==> src/rtl/prim_skid_buf_pkg.sv <==
// prim_skid_buf_pkg: state encoding for the skid buffer FSM and the optional integrity width.
// Defining PRIM_SKID_BUF_INTG_EN adds one even-parity bit to every stored slot.
package prim_skid_buf_pkg;
    localparam int StateW = 2;
    typedef enum logic [StateW-1:0] {EMPTY = 2'd0, ONE = 2'd1, TWO = 2'd2} state_e;
`ifdef PRIM_SKID_BUF_INTG_EN
    localparam int IntgW = 1;
`else
    localparam int IntgW = 0;
`endif
endpackage

==> src/rtl/prim_skid_buf_if.sv <==
// prim_skid_buf_if: upstream/downstream handshake bundle for prim_skid_buf.
interface prim_skid_buf_if #(parameter int Width = 1);
    logic             flush_i;
    logic             valid_i;
    logic             ready_o;
    logic [Width-1:0] data_i;
    logic             valid_o;
    logic             ready_i;
    logic [Width-1:0] data_o;
    logic             err_o;
    modport slave (input flush_i, valid_i, data_i, ready_i, output ready_o, valid_o, data_o, err_o);
    modport master (output flush_i, valid_i, data_i, ready_i, input ready_o, valid_o, data_o, err_o);
endinterface

==> src/rtl/prim_skid_buf_slot.sv <==
// prim_skid_buf_slot: one storage slot (data plus optional parity) with load enable.
module prim_skid_buf_slot #(parameter int Width = 1) (
    input  logic             clk_i,
    input  logic             rst_i,
    input  logic             i_load,
    input  logic [Width-1:0] i_d,
    output logic [Width-1:0] o_q
);
    logic [Width-1:0] r_q;
    always_ff @(posedge clk_i or posedge rst_i) begin
        if (rst_i) r_q <= '0;
        else if (i_load) r_q <= i_d;
    end
    assign o_q = r_q;
endmodule

==> src/rtl/prim_skid_buf.sv <==
// prim_skid_buf: two-slot skid buffer with fully registered valid/ready outputs.
// Define PRIM_SKID_BUF_INTG_EN to carry an even-parity bit with each beat and flag it on err_o.
module prim_skid_buf
    import prim_skid_buf_pkg::*;
#(parameter int Width = 1) (
    input  logic              clk_i,
    input  logic              rst_i,
    prim_skid_buf_if.slave    bus
);
    localparam int SW = Width + IntgW;
    state_e        r_state, w_next;
    logic          w_push, w_pop, w_ld_main, w_ld_skid;
    logic [SW-1:0] w_in, w_main_d, w_main_q, w_skid_q;
    assign bus.ready_o = (r_state != TWO);
    assign bus.valid_o = (r_state != EMPTY);
    assign w_push = bus.valid_i & bus.ready_o;
    assign w_pop = bus.valid_o & bus.ready_i;
`ifdef PRIM_SKID_BUF_INTG_EN
    assign w_in = {^bus.data_i, bus.data_i};
    assign bus.err_o = bus.valid_o & ((^w_main_q[Width-1:0]) != w_main_q[Width]);
`else
    assign w_in = bus.data_i;
    assign bus.err_o = 1'b0;
`endif
    assign bus.data_o = w_main_q[Width-1:0];
    // flush wins over any handshake; unknown encodings fall back to EMPTY
    always_comb begin
        w_next = EMPTY;
        w_ld_main = 1'b0;
        w_ld_skid = 1'b0;
        if (!bus.flush_i) begin
            case (r_state)
                EMPTY: begin
                    w_next = w_push ? ONE : EMPTY;
                    w_ld_main = w_push;
                end
                ONE: begin
                    w_next = (w_push && !w_pop) ? TWO : (w_pop && !w_push) ? EMPTY : ONE;
                    w_ld_main = w_push & w_pop;
                    w_ld_skid = w_push & ~w_pop;
                end
                TWO: begin
                    w_next = w_pop ? ONE : TWO;
                    w_ld_main = w_pop;
                end
                default: w_next = EMPTY;
            endcase
        end
    end
    assign w_main_d = (r_state == TWO) ? w_skid_q : w_in;
    always_ff @(posedge clk_i or posedge rst_i) begin
        if (rst_i) r_state <= EMPTY;
        else r_state <= w_next;
    end
    prim_skid_buf_slot #(.Width(SW)) u_main (
        .clk_i (clk_i),
        .rst_i (rst_i),
        .i_load(w_ld_main),
        .i_d   (w_main_d),
        .o_q   (w_main_q)
    );
    prim_skid_buf_slot #(.Width(SW)) u_skid (
        .clk_i (clk_i),
        .rst_i (rst_i),
        .i_load(w_ld_skid),
        .i_d   (w_in),
        .o_q   (w_skid_q)
    );
endmodule
==> src/flat_wrapper.sv <==
// flat-port wrapper written by rule: the top's interface ports become plain ports
module prim_skid_buf_flat import prim_skid_buf_pkg::*;
#(parameter int Width = 1)
  (clk_i, rst_i, bus_flush_i, bus_valid_i, bus_data_i, bus_ready_i, bus_ready_o, bus_valid_o, bus_data_o, bus_err_o);
  prim_skid_buf_if #(.Width(Width)) bus_i ();
  input  logic clk_i;
  input  logic rst_i;
  input wire logic [$bits(bus_i.flush_i)-1:0] bus_flush_i;
  input wire logic [$bits(bus_i.valid_i)-1:0] bus_valid_i;
  input wire logic [$bits(bus_i.data_i)-1:0] bus_data_i;
  input wire logic [$bits(bus_i.ready_i)-1:0] bus_ready_i;
  output wire logic [$bits(bus_i.ready_o)-1:0] bus_ready_o;
  output wire logic [$bits(bus_i.valid_o)-1:0] bus_valid_o;
  output wire logic [$bits(bus_i.data_o)-1:0] bus_data_o;
  output wire logic [$bits(bus_i.err_o)-1:0] bus_err_o;
  assign bus_i.flush_i = bus_flush_i;
  assign bus_i.valid_i = bus_valid_i;
  assign bus_i.data_i = bus_data_i;
  assign bus_i.ready_i = bus_ready_i;
  assign bus_ready_o = bus_i.ready_o;
  assign bus_valid_o = bus_i.valid_o;
  assign bus_data_o = bus_i.data_o;
  assign bus_err_o = bus_i.err_o;
  prim_skid_buf #(.Width(Width)) u_core (.clk_i(clk_i), .rst_i(rst_i), .bus(bus_i));
endmodule
==> config.mk <==
export PLATFORM = sky130hd
export DESIGN_NAME = prim_skid_buf_flat
export DESIGN_NICKNAME = d
export VERILOG_FILES = /design/src/rtl/prim_skid_buf_pkg.sv /design/src/rtl/prim_skid_buf_if.sv /design/src/rtl/prim_skid_buf_slot.sv /design/src/rtl/prim_skid_buf.sv /design/src/flat_wrapper.sv
export SDC_FILE = /design/constraint.sdc
export NUM_CORES = 1
export LEC_CHECK = 0
export CAP_MARGIN = 20
export CORE_AREA = 2 2 39 41
export CTS_BUF_LIST = sky130_fd_sc_hd__clkbuf_8
export CTS_CLUSTER_SIZE = 8
export DETAILED_ROUTE_END_ITERATION = 8
export DIE_AREA = 0 0 41 43
export DONT_BUFFER_PORTS = 1
export SLEW_MARGIN = 25
export SYNTH_ARGS = -nofsm -noshare
export SYNTH_HDL_FRONTEND = slang
export SYNTH_SLANG_ARGS = --single-unit
==> constraint.sdc <==
create_clock -name clk_i -period 4.9 [get_ports clk_i]
set_input_delay 0 -clock clk_i [delete_from_list [all_inputs] [get_ports clk_i]]
set_output_delay 0 -clock clk_i [all_outputs]
set_load 0.03 [all_outputs]
## After elaboration in Yosys (flattened, before gate mapping)

Cells that the tools add are included.

- Bits in registers: 4
- Input port bits: 6
- Word-level logic and storage cells: 28

- Equal/unequal tests: 3
- Muxes and demuxes: 11
- Bitwise gates (word level): 5
- Reductions and logical operators: 6

Operator list:

| cell | count |
|---|---|
| $mux W1 | 6 |
| $mux W2 | 3 |
| $pmux W2 S3 | 1 |
| $and A1 B1 Y1 | 4 |
| $pmux W1 S3 | 1 |
| $eq A2 B1 Y1 const B | 1 |
| $eq A2 B2 Y1 const B | 1 |
| $logic_and A1 B1 Y1 | 2 |
| $logic_not A1 Y1 | 2 |
| $logic_not A2 Y1 | 1 |
| $ne A2 B2 Y1 const B | 1 |
| $reduce_bool A2 Y1 | 1 |
| $not A1 Y1 | 1 |

## Depth between registers and ports, before layout

- Word-level depth: 8
- Depth in mapped cells: 7
- Depth with buffers taken out: 7

## By module

A second synthesis with hierarchy kept.

- Cell total of the unflattened synthesis: 29
- Area, all modules: 292.8 µm²

By module, submodules not included:

| module | instances | cells each | area each (µm²) | seq. area each (µm²) |
|---|---|---|---|---|
| prim_skid_buf | 1 | 23 | 205.2 | 50.0 |
| prim_skid_buf_slot | 2 | 3 | 43.8 | 25.0 |

## Worst setup path after synthesis

OpenSTA, ideal clock, no wires.

- Path kind: reg-to-reg
- Start: register u_core.r_state[1]
- End: register u_core.u_main.r_q, in the netlist u_core.u_main.o_q
- Arrival time: 1,609 ps
- Slack: 3,166 ps
- Cell stages (with the launch flop): 8
- Path buffers: 0
- Clock period less this slack: 1,734 ps
- Cells stage by stage: dfrtp_1 or2_1 nand2_1 inv_1 ha_1 mux2i_1 o22ai_1 mux2_2

- Word-level cells in the longest chain between the ends: 5
- Elaborated cells on any way between the ends: 11
- Classes of those cells: 3 x eq/ne; 3 x mux; 3 x bitwise; 2 x reduce/logical

Ends and longest elaborated chain:

| what | RTL line | RTL |
|---|---|---|
| from (decl) | prim_skid_buf.sv:11 | `state_e r_state, w_next;` |
| from (signal assigned) | prim_skid_buf.sv:53 | `else r_state <= w_next;` |
| $reduce_bool A2 Y1 (*) | prim_skid_buf.sv:15 | `assign bus.valid_o = (r_state != EMPTY);` |
| named net bus_valid_o | flat_wrapper.sv:13 | `output wire logic [$bits(bus_i.valid_o)-1:0] bus_valid_o;` |
| $and A1 B1 Y1 (*) | prim_skid_buf.sv:17 | `assign w_pop = bus.valid_o & bus.ready_i;` |
| $and A1 B1 Y1 | prim_skid_buf.sv:39 | `w_ld_main = w_push & w_pop;` |
| $pmux W1 S3 (*) | prim_skid_buf.sv:32 | `case (r_state)` |
| $mux W1 (*) | prim_skid_buf.sv:31 | `if (!bus.flush_i) begin` |
| to (signal assigned) | prim_skid_buf_slot.sv:12 | `else if (i_load) r_q <= i_d;` |
| to (decl) | prim_skid_buf_slot.sv:9 | `logic [Width-1:0] r_q;` |

The timed path passes the listed nets; every way through them passes the cells marked *.
A chain may end at the register's enable or synchronous reset.

## Worst setup path in the final report

Same ends and word-level chain as after synthesis.

==> summary.txt <==
Floorplan
  – Number of placed I/O pins: 10
  – Die boundary width: 41 um
  – Area of the die: 1760 um2
  – Effective utilization at floorplan: 0.206
  – Row count: 14
  – Area of the core: 1380 um2
  – Vertical die dimension: 43 um

STA
  – Period utilisation layout: 0.377
  – Final TNS setup: 0 ns
  – Time the final worst path needs with I/O delays and setup: 1.85 ns
  – Max Fclk: 541 MHz
  – Final count of negative-setup-slack endpoints: 0
  – Hold Vio Cnt, Final: 0
  – Maximum clock skew at final layout: 0.000881 ns
  – Unrepaired setup endpoints after global routing: no
  – Final-report max-slew violation count: 0
  – Slack of the critical path: 3.05 ns

GRT
  – Global route total overflow: 0
  – Global Route met1 Usage: 0.0779
  – Grt met3 use: 0.0314
  – Number of global-route vias before repair: 235
  – Global Route met2 Usage: 0.119
  – Wire length of the first global-routing pass: 862 um
  – Initial antenna violation count: 0
  – Busiest grt layer: met2
  – Pin count of the biggest net entering global routing: 7
  – Total Routing Usage GR: 0.0775

Route
  – Number of optimization iterations in the first detailed-route pass: 2
  – DR DRC count: 0
  – Drt total wl: 521 um
  – Routed vias/inst: 4.06
  – Number of nets with antenna violations after routing: 0
  – Average wire length per cell after detail routing: 10.4 um
  – Initial drt markers: 1
  – Routed vias: 203

Critical path
  – Cells traversed along the worst timing path: or2_1 -> nand2_1 -> inv_1 -> ha_1 -> mux2i_1 -> o22ai_1 -> mux2_2
  – Capturing point of the worst reg2reg path: u_core.u_main.o_q$_DFFE_PP0P_
  – R2R Path Start: u_core.r_state[1]$_DFF_PP0_
  – Startpoint type of the worst setup path: flip-flop
  – Origin of the worst setup path: u_core.r_state[1]$_DFF_PP0_
  – Crit path arrival time: 1.94 ns
  – Slowest stage cell, crit path: sky130_fd_sc_hd__dfrtp_1
  – Number of cells traversed by the worst register-to-register path: 7
  – Cell family contributing the most delay on the critical path: simple AND/OR/NAND/NOR gates
  – Worst setup path category: reg -> reg
  – Buf+Inv Stages, Crit Path: 1
  – Capturing element type of the critical path: flip-flop
  – Largest fanout on the critical path: 6
  – Required time at the worst-slack endpoint: 4.99 ns
  – Highest cell delay on the worst timing path: 0.44 ns
  – Stages on the worst setup path: 7
  – R2R Setup Slk: 3.05 ns

Synth
  – Mapped cell area: 285 um2
  – Prevailing post-synth register cell: sky130_fd_sc_hd__dfrtp_1
  – Most area-hungry cell type in the Yosys netlist: sky130_fd_sc_hd__dfrtp_1
  – Seq/Total Area, Yosys: 0.351
  – Mapped Cells: 28
  – Share of Yosys cell area claimed by the top area cell type: 0.351
  – Most numerous cell in the Yosys netlist: sky130_fd_sc_hd__dfrtp_1
  – Avg Synthesized Cell Area: 10.2 um2
  – Number of nets produced by synthesis: 36
  – Number of synthesized flops with an enable pin: 0
  – Number of register bits inferred by synthesis: 4
  – Count of warnings emitted by yosys: 0
  – Async SR Flop Fraction: 1.00
  – Synth top area cells: sky130_fd_sc_hd__dfrtp_1 (35%), sky130_fd_sc_hd__ha_1 (8.8%), sky130_fd_sc_hd__mux2i_1 (7.0%)
  – Netlist cell types: 18
  – Top cell types by occurrence after synthesis: sky130_fd_sc_hd__dfrtp_1 (4), sky130_fd_sc_hd__nor2_1 (3)

Cells and area
  – Fraction of layout cells with a size suffix above 1: 0.235
  – Final nets: 44
  – Layout overhead on the synthesized area: 32.9%
  – Number of diodes added for antenna fixing: 0

Clock tree
  – Setup repair bufs after CTS: 0
  – Clk sinks: 4
  – Total of hold buffers inserted after clock tree synthesis: 4
  – Clk_lat worst skew: 0.21 ns
  – Clock Pin Slew Worst Setup and Hold Paths: 0.03 ns
  – Clock buffer depth: 2
  – Post_cts resized: 0
  – Root buffer selected by CTS: sky130_fd_sc_hd__clkbuf_8
  – Cts bufs inserted: 3
  – Total number of H-tree levels: 1
  – Clock tree from TritonCTS: built

Pwr
  – Leak Pwr: 0.176 nW
  – Worst voltage drop across the vdd grid: 0.000139 V
  – Total power per unit cell area: 371 nW/um2

Outcome
  – Status: finished clean

Place
  – Final estimated routing congestion in global placement: 0.626
  – Place WS: 3.04 ns
  – Total of buffers placed on input and output ports: 0

Min path
  – Hold path depth: 2
  – Hold Startpoint: bus_data_i
  – Endpoint, Worst Hold: u_core.u_main.o_q$_DFFE_PP0P_
  – Worst hold path class: in -> reg

Job
  – Number of max-capacitance violations reported: 0
[per-stage QoR]
step,util,std cells,power [mW],cell area [um2],hold slack (ns)
2_1_floorplan,-,28,0.0691,285,-0.234
3_3_place_gp,0.215,43,0.0716,298,-0.223
3_5_place_dp,0.215,43,0.0723,298,-0.212
4_1_cts,0.274,50,0.145,379,0.0642
5_1_grt,0.274,50,0.151,379,0.0742
6_report,0.274,50,0.141,379,0.0654
[cell type report]
class	count	area (um2)
Fill cell	151	1000
Multi-Input combinational cell	21	170
Sequential cell	4	100
Clock buffer	3	41.3
Timing Repair Buffer	4	40.0
Tap cell	16	20.0
Inverter	2	7.51
[registers in the layout (all words and copies together) (netlist names)]
signal             flops
u_core.r_state         2
u_core.u_skid.o_q      1
u_core.u_main.o_q      1
[power by group]
part           internal, mW  switching (mW)
logic                0.0132          0.0115
registers            0.0397         0.00935
clock network        0.0522          0.0148
[logic make-up after synthesis]
group	share of synthesized area
AOI/OAI and AO/OA	0.0834
adders and majority gates	0.0877
buffers and inverters	0.0527
DFF	0.351
muxes	0.202
other	0.0131
and+or+nand+nor	0.211
[how the worst max path moves through the flow]
stage                                                to  slack, ns
after floorplan           u_core.u_main.o_q$_DFFE_PP0P_       3.17
after global placement    u_core.u_main.o_q$_DFFE_PP0P_       3.05
after detailed placement  u_core.u_main.o_q$_DFFE_PP0P_       3.04
after CTS                 u_core.u_main.o_q$_DFFE_PP0P_       3.03
after global routing      u_core.u_main.o_q$_DFFE_PP0P_       2.95
final                     u_core.u_main.o_q$_DFFE_PP0P_       3.05
[worst reg2reg max path, cell delays in order, from the launching register on]
cell and delay (ns):
sky130_fd_sc_hd__dfrtp_1 0.44, sky130_fd_sc_hd__or2_1 0.39, sky130_fd_sc_hd__nand2_1 0.15, sky130_fd_sc_hd__inv_1 0.05, sky130_fd_sc_hd__ha_1 0.18, sky130_fd_sc_hd__mux2i_1 0.14, sky130_fd_sc_hd__o22ai_1 0.11, sky130_fd_sc_hd__mux2_2 0.27
[metal layers]
| metal | vias up | part of all wire |
|---|---|---|
| li1 | 103 | - |
| met1 | 94 | 0.40 |
| met2 | 6 | 0.52 |
| met3 | 0 | 0.083 |
| met4 | 0 | 0 |
| met5 | - | 0 |
[cell usage in the layout (no fill, tap or decap), types with 2 or more instances in the layout]
master,instances
sky130_fd_sc_hd__nand2_1,2
sky130_fd_sc_hd__dfrtp_1,4
sky130_fd_sc_hd__dlygate4sd3_1,4
sky130_fd_sc_hd__clkbuf_8,3
sky130_fd_sc_hd__nor2_1,3
sky130_fd_sc_hd__inv_1,2
sky130_fd_sc_hd__or2_1,2
sky130_fd_sc_hd__ha_1,2
sky130_fd_sc_hd__mux2i_1,2
Note: power is estimated with default switching activity, not from simulation.
